[config.mk]
export PLATFORM = sky130hd
export DESIGN_NAME = fighter_anim_controller
export DESIGN_NICKNAME = d
export VERILOG_FILES = /design/src/rtl/anim_pkg.sv /design/src/rtl/req_edge_latch.sv /design/src/rtl/fighter_anim_controller.sv
export SDC_FILE = /design/constraint.sdc
export NUM_CORES = 1
export LEC_CHECK = 0
export ABC_CLOCK_PERIOD_IN_PS = 1700
export CAP_MARGIN = 20
export CORE_UTILIZATION = 50
export DETAILED_ROUTE_END_ITERATION = 12
export HOLD_SLACK_MARGIN = 0.06
export PLACE_DENSITY = 0.76
export SETUP_SLACK_MARGIN = 0.1
export SLEW_MARGIN = 20
export SYNTH_ARGS = -nofsm -noshare
export SYNTH_HDL_FRONTEND = slang
export SYNTH_SLANG_ARGS = --single-unit
[constraint.sdc]
create_clock -name Clk -period 1.7 [get_ports Clk]
set_input_delay 0.17 -clock Clk [delete_from_list [all_inputs] [get_ports Clk]]
set_output_delay 0.17 -clock Clk [all_outputs]
set_load 0.02 [all_outputs]
[src/rtl/anim_pkg.sv]
// Shared animation types, used by the sequencer, the sprite ROM address mux
// and the hit detector.
package anim_pkg;

  typedef enum logic [1:0] {
    SPR_IDLE  = 2'd0,
    SPR_KICK  = 2'd1,
    SPR_PUNCH = 2'd2,
    SPR_HURT  = 2'd3
  } sprite_t;

  localparam int STEP_W = 2;

  function automatic int max2(input int a, input int b);
    return (a > b) ? a : b;
  endfunction

endpackage

[src/rtl/req_edge_latch.sv]
// Rising-edge detector feeding a sticky pending flag. A new edge wins over a
// same-cycle clear so that a press coinciding with a frame tick is kept and
// consumed at the following tick.
module req_edge_latch (
  input  logic Clk,
  input  logic Reset_n,
  input  logic req,
  input  logic clr,
  output logic pend
);

  logic req_q;

  // previous-level register and set-dominant pending flag
  always_ff @(posedge Clk) begin
    if (!Reset_n) begin
      req_q <= 1'b0;
      pend  <= 1'b0;
    end else begin
      req_q <= req;
      if (req && !req_q) pend <= 1'b1;
      else if (clr)      pend <= 1'b0;
    end
  end

endmodule

[src/rtl/fighter_anim_controller.sv]
// Per-fighter animation sequencer. Selects sprite sheet, animation step and
// palette bank for the next video frame; all visible changes land on
// frame_tick so a frame never tears mid-scan.
module fighter_anim_controller
  import anim_pkg::*;
#(
  parameter int HOLD_FRAMES  = 4,
  parameter int ATTACK_STEPS = 3,
  parameter int ATTACK_STEP  = 1,
  parameter int HURT_FRAMES  = 8
) (
  input  logic              Clk,
  input  logic              Reset_n,
  input  logic              frame_tick,
  input  logic              kick_req,
  input  logic              punch_req,
  input  logic              hit_in,
  output sprite_t           sprite_sel,
  output logic [STEP_W-1:0] anim_step,
  output logic              palette_bank,
  output logic              attack_active,
  output logic              busy,
  output logic              done
);

  localparam int CNT_W = $clog2(max2(HOLD_FRAMES, HURT_FRAMES) + 1);

  localparam logic [CNT_W-1:0]  HOLD_LAST = CNT_W'(HOLD_FRAMES - 1);
  localparam logic [CNT_W-1:0]  HURT_LAST = CNT_W'(HURT_FRAMES - 1);
  localparam logic [STEP_W-1:0] STEP_LAST = STEP_W'(ATTACK_STEPS - 1);
  localparam logic [STEP_W-1:0] HIT_STEP  = STEP_W'(ATTACK_STEP);

  sprite_t           state, state_nx;
  logic [STEP_W-1:0] step, step_nx;
  logic [CNT_W-1:0]  cnt, cnt_nx;
  logic              pal, pal_nx;
  logic              done_q, done_nx;

  logic [1:0]        pend_kp;   // [0] kick, [1] punch
  logic              pend_hit;

  // Every tick consumes or discards whatever is pending: in IDLE it is the
  // request being taken, while busy nothing queues.
  req_edge_latch u_req [1:0] (
    .Clk     (Clk),
    .Reset_n (Reset_n),
    .req     ({punch_req, kick_req}),
    .clr     ({2{frame_tick}}),
    .pend    (pend_kp)
  );

  // hit is level-captured; a hit coinciding with a tick is held for the next one
  always_ff @(posedge Clk) begin
    if (!Reset_n)        pend_hit <= 1'b0;
    else if (hit_in)     pend_hit <= 1'b1;
    else if (frame_tick) pend_hit <= 1'b0;
  end

  // state register
  always_ff @(posedge Clk) begin
    if (!Reset_n) begin
      state  <= SPR_IDLE;
      step   <= '0;
      cnt    <= '0;
      pal    <= 1'b0;
      done_q <= 1'b0;
    end else begin
      state  <= state_nx;
      step   <= step_nx;
      cnt    <= cnt_nx;
      pal    <= pal_nx;
      done_q <= done_nx;
    end
  end

  // next-state: only a frame tick moves the sequencer; done self-clears
  always_comb begin
    state_nx = state;
    step_nx  = step;
    cnt_nx   = cnt;
    pal_nx   = pal;
    done_nx  = 1'b0;
    if (frame_tick) begin
      case (state)
        SPR_IDLE: begin
          step_nx = '0;
          cnt_nx  = '0;
          pal_nx  = 1'b0;
          if (pend_hit) begin
            state_nx = SPR_HURT;
            pal_nx   = 1'b1;
          end else if (pend_kp[0]) begin
            state_nx = SPR_KICK;
          end else if (pend_kp[1]) begin
            state_nx = SPR_PUNCH;
          end
        end
        SPR_KICK, SPR_PUNCH: begin
          if (pend_hit) begin
            // abort into HURT, no done pulse
            state_nx = SPR_HURT;
            step_nx  = '0;
            cnt_nx   = '0;
            pal_nx   = 1'b1;
          end else if (cnt == HOLD_LAST) begin
            cnt_nx = '0;
            if (step == STEP_LAST) begin
              state_nx = SPR_IDLE;
              step_nx  = '0;
              done_nx  = 1'b1;
            end else begin
              step_nx = step + STEP_W'(1);
            end
          end else begin
            cnt_nx = cnt + CNT_W'(1);
          end
        end
        SPR_HURT: begin
          if (cnt == HURT_LAST) begin
            state_nx = SPR_IDLE;
            cnt_nx   = '0;
            pal_nx   = 1'b0;
            done_nx  = 1'b1;
          end else begin
            cnt_nx = cnt + CNT_W'(1);
            pal_nx = ~pal;
          end
        end
        default: state_nx = SPR_IDLE;
      endcase
    end
  end

  // outputs decoded from registered state only
  always_comb begin
    sprite_sel    = state;
    anim_step     = step;
    palette_bank  = pal;
    done          = done_q;
    busy          = (state != SPR_IDLE);
    attack_active = ((state == SPR_KICK) || (state == SPR_PUNCH)) && (step == HIT_STEP);
  end

endmodule

Word-level counts from Yosys, hierarchy flattened. Index checks and enable logic that the tools add are counted.

$add $sub $neg: 2. Eq/ne operators: 12. Mux-type cells: 29. Bitwise operators: 1. Reduce and logical (&&, ||, !) cells: 17.

Operator list (number): $mux 2 (10); $mux 4 (3); $pmux 4 s3 (1); $mux 1 (11); $reduce_bool 2->1 (5); $eq 2x2->1 const B (3); $ne 3x3->1 const B (2); $pmux 2 s3 (1); $reduce_and 5->1 (1); $add 4x1->4 const B (1); $eq 2x1->1 const B (2); $eq 4x2->1 const B (1); $eq 4x3->1 const B (1); $ne 2x2->1 const B (2); $ne 4x2->1 const B (1); $pmux 2 s2 (1); $reduce_and 2->1 (2); $logic_and 1x1->1 (3); $pmux 1 s3 (1); $reduce_and 3->1 (1); $add 2x1->2 const B (1); $logic_not 1->1 (2); $logic_not 2->1 (1); $pmux 1 s2 (1); 3 further kinds (3).

Bits in registers: 15. Bits of input ports: 6. Output and inout bits: 8. Word-level logic and storage cells: 71.

Logic depth before layout (Yosys ltp).
Depth in word-level cells: 5. Mapped depth: 6. Mapped depth without buffers: 6.

Cells and area by module. From an unflattened synthesis, not the netlist that was laid out.

Cell total of the unflattened synthesis: 93. Area total of the unflattened synthesis: 849.6 um^2.

By module, submodules not included: fighter_anim_controller (instances 1, cells each 81, area an instance 709.4 um^2); req_edge_latch (instances 2, cells each 6, area an instance 70.1 um^2).

Worst setup path after synthesis. No wires, ideal clock.

Path type: register to register. Start: register state[0] (netlist: sprite_sel[0]). End: register step[0] (netlist: anim_step[0]). Setup time: 116 ps. Arrival: 1581 ps. Data required time: 1584 ps. Setup slack: 3 ps. Stages on the path, launching flop included: 7. Period minus slack after synthesis: 1697 ps. Cell sequence: dfxtp_1 > inv_1 > ha_1 > and2b_1 > a21oi_1 > mux2i_1 > nor2b_1.

Longest elaborated chain between the ends: 4.

RTL lines: start, declared (line fighter_anim_controller.sv:33) `sprite_t state, state_nx;`; start signal, assigned (line fighter_anim_controller.sv:68) `state <= state_nx;`; $eq 2x1->1 or $eq 2x2->1 (tied branches) (line fighter_anim_controller.sv:84) `case (state)`; $reduce_or 2->1 (line fighter_anim_controller.sv:84); $ne 3x3->1 (no line) or $reduce_bool 2->1 (tied branches); $reduce_and 3->1 (no line); end signal, assigned (line fighter_anim_controller.sv:69) `step <= step_nx;`; end, declared (line fighter_anim_controller.sv:34) `logic [STEP_W-1:0] step, step_nx;`.

Parallel ways exist; a longest one is shown, timed or not. A chain may end at the register's enable or synchronous reset.

Worst setup path after layout.
Start: register cnt[0]. End: register state[0] (netlist: sprite_sel[0]).

Longest elaborated chain between the ends: 3.

RTL lines: start, declared (line fighter_anim_controller.sv:35) `logic [CNT_W-1:0] cnt, cnt_nx;`; start signal, assigned (line fighter_anim_controller.sv:70) `cnt <= cnt_nx;`; $eq 4x2->1 or $eq 4x3->1 (tied branches) (line fighter_anim_controller.sv:105, fighter_anim_controller.sv:119); $ne 3x3->1 (no line) or $ne 2x2->1 (tied branches); $reduce_and 5->1 (no line) *.

Mark *: on every way between the ends. The rest lies on a longest branch, timed or not.

==> impl_metrics.toml <==
[outcome]
status = "finished clean"

[route]
via_count = 732
drtAntennaViolNets = 0
first_iter_violations = 14
drc = 0
via_per_inst = 5.55
wirelength_microns = 1800
firstDrtPassIters = 4
detail_route.wl_per_cell_microns = 13.7

[sta]
hold_viol_final = 0
rsz0062_at_grt = "yes"
tns_ns = 0
maxSlewViolCount = 0
fmax_ghz = 0.615
period_share_pct = 95.7
tightest_slew_ns = 0.564
finClkSkew_ns = 0.00711
post-route-min-period_ns = 1.63
relSlewSlack_pct = 62.3
finalSetupViolations = 0

[critical_path]
cp.required_ns = 1.87
critPathKind = "reg2reg"
cp_max_fo = 4
worstSetupStartpointType = "flip-flop"
cp.arrival_ns = 1.80
crit_path_end_kind = "flip-flop"

[placed_design]
io_buffers = 13
dp_hpwl_microns = 1180
dp_cells = 127
gp_congestion = 0.816

[clocking]
cts_root_buf = "clkbuf_4"
clock_path_buffers = 2
cts_num_sinks = 15
clock_latency_ns = 0.28
h-tree-depth = 1
cts_tree = "done"
cts_buffers = 3
hold_buffers = 0
path_clk_slew_ns = 0.10

[power]
peakVddDrop_v = 0.000698
power_density_mw_per_mm2 = 859
leakagePower_nw = 0.423

[yosys]
syn_inst = 94
yosysSeqAreaShare_pct = 37.3
synth.net_count = 104
yosys_warnings = 0
ys_dominant_reg_cell = "dfxtp_1"
synth_edf_count = 0
yosysTopAreaCell = "dfxtp_1"
yosysMostFrequentCell = "dfxtp_1"
synth_seq_cells = 15
synth_cell_type_count = 31
netlist_area_sq_um = 805
synth_top_cells_by_area = "dfxtp_1 37%, ha_1 6.2%, inv_1 4.7%, o21ai_0 4.4%, nand2_1 4.2%"
synth_top_area_share_pct = 37.3
synth_async_sr_flop_share_pct = 0
avgSynthCellArea_sq_um = 8.56
yosys-top-cells-count = "15 x dfxtp_1, 10 x inv_1, 9 x nand2_1, 7 x o21ai_0, 5 x and2_1"

[die]
rows = 14
die_area_sq_mm = 0.00177
coreArea_sq_mm = 0.00151
dieWidth_microns = 42.1
die_y_microns = 42.1
start_util_pct = 53.4
ioPinCount = 14

[min_path]
hold_class = "in2reg"

[run]
max-cap-violations = 0

[finish]
area_growth_pct = 36.4
nNetsFinal = 127
n_antenna_cell = 0
fin_cells = 132
fillCellCount = 131
drive_gt1_share_pct = 24.1

[grt]
grt_pass1_wl_microns = 2970
grt_max_degree = 18
grt_pass1_vias = 713
antenna_found_initial = 0
grt_usage_pct = 21.9
globalRouteOverflowTotal = 0
[path summary, 6_finish.rpt]
kind / start / to / slack, ns / cells past startpoint
max reg2reg: cnt[0] / sprite_sel[0] / 0.07 / 5
max: cnt[0] / sprite_sel[0] / 0.07 / 5
min reg2reg: sprite_sel[1] / sprite_sel[1] / 0.49 / 2
min: hit_in / pend_hit / 0.47 / 2
[repair_timing]
item	in CTS	in global routing
pin swaps	0	2
buffers inserted	0	1
gates resized for setup	6	17
endpoints found under the setup margin	9	11
[worst max-delay path, stage by stage (launching register included)]
cell and delay (ns):
dfxtp_2 0.37, ha_4 0.13, or3b_4 0.43, nor3b_4 0.24, o2111ai_2 0.19, mux2i_1 0.15
[stage by stage]
stage                     total power, mW  worst slack, ns  area (sq um)  util [%]  hold slack, ns
after floorplan                     0.570            0.100           807         -           0.292
after global placement              0.679           0.0745           987      65.5           0.473
after detailed placement            0.685           0.0527           987      65.5           0.479
after CTS                           0.895          0.00575          1030      68.2           0.471
after global routing                 1.00           0.0162          1100      72.8           0.450
final                               0.943           0.0729          1100      72.8           0.474
[layer usage]
metal	wire (microns)	GRT usage, %	vias to the layer above
met5	0	0	-
met4	10	8.13	0
met3	69	5.17	2
met2	914	39.7	19
met1	810	24.8	341
li1	-	-	370
[kinds of logic (layout without fill, tap and decap cells)]
logic type	count (synthesis)	after routing	share of synthesized area, %
multiplexers	3	3	3.73
AND/OR/NAND/NOR	37	37	27.2
AO/OA/AOI/OAI	23	23	19.0
buffers and inverters	12	34	6.53
adder cells (fa/ha/maj)	4	4	6.22
flip-flops	15	15	37.3
[sequential cells by signal (all words and copies together), names as in the netlist]
signal and flops:
cnt 4, anim_step 2, sprite_sel 2, u_req.pend 2
u_req.req_q 2, done 1, palette_bank 1, pend_hit 1
[power by group]
part | total (mW) | internal (mW) | switching, mW
combinational | 0.340 | 0.159 | 0.181
sequential | 0.394 | 0.374 | 0.0194
clock | 0.209 | 0.0873 | 0.122
[layout make-up]
cell class	count	area [sq um]	area share [%]
clock buffer	3	22.5	2.05
clock inverter	1	5.00	0.456
inverter	10	37.5	3.42
multi-input combinational	67	531	48.3
sequential	15	305	27.8
tap	16	20.0	1.82
timing repair buffer	20	176	16.1
[placed cells by master (no fill, tap or decap), drive strengths merged, types with 5 or more instances in the layout]
cell type       n
and2            5
buf             7
clkdlybuf4s50  11
dfxtp          15
inv            10
nand2           9
o21ai           7
No activity file was read; power rests on OpenSTA's default activity.
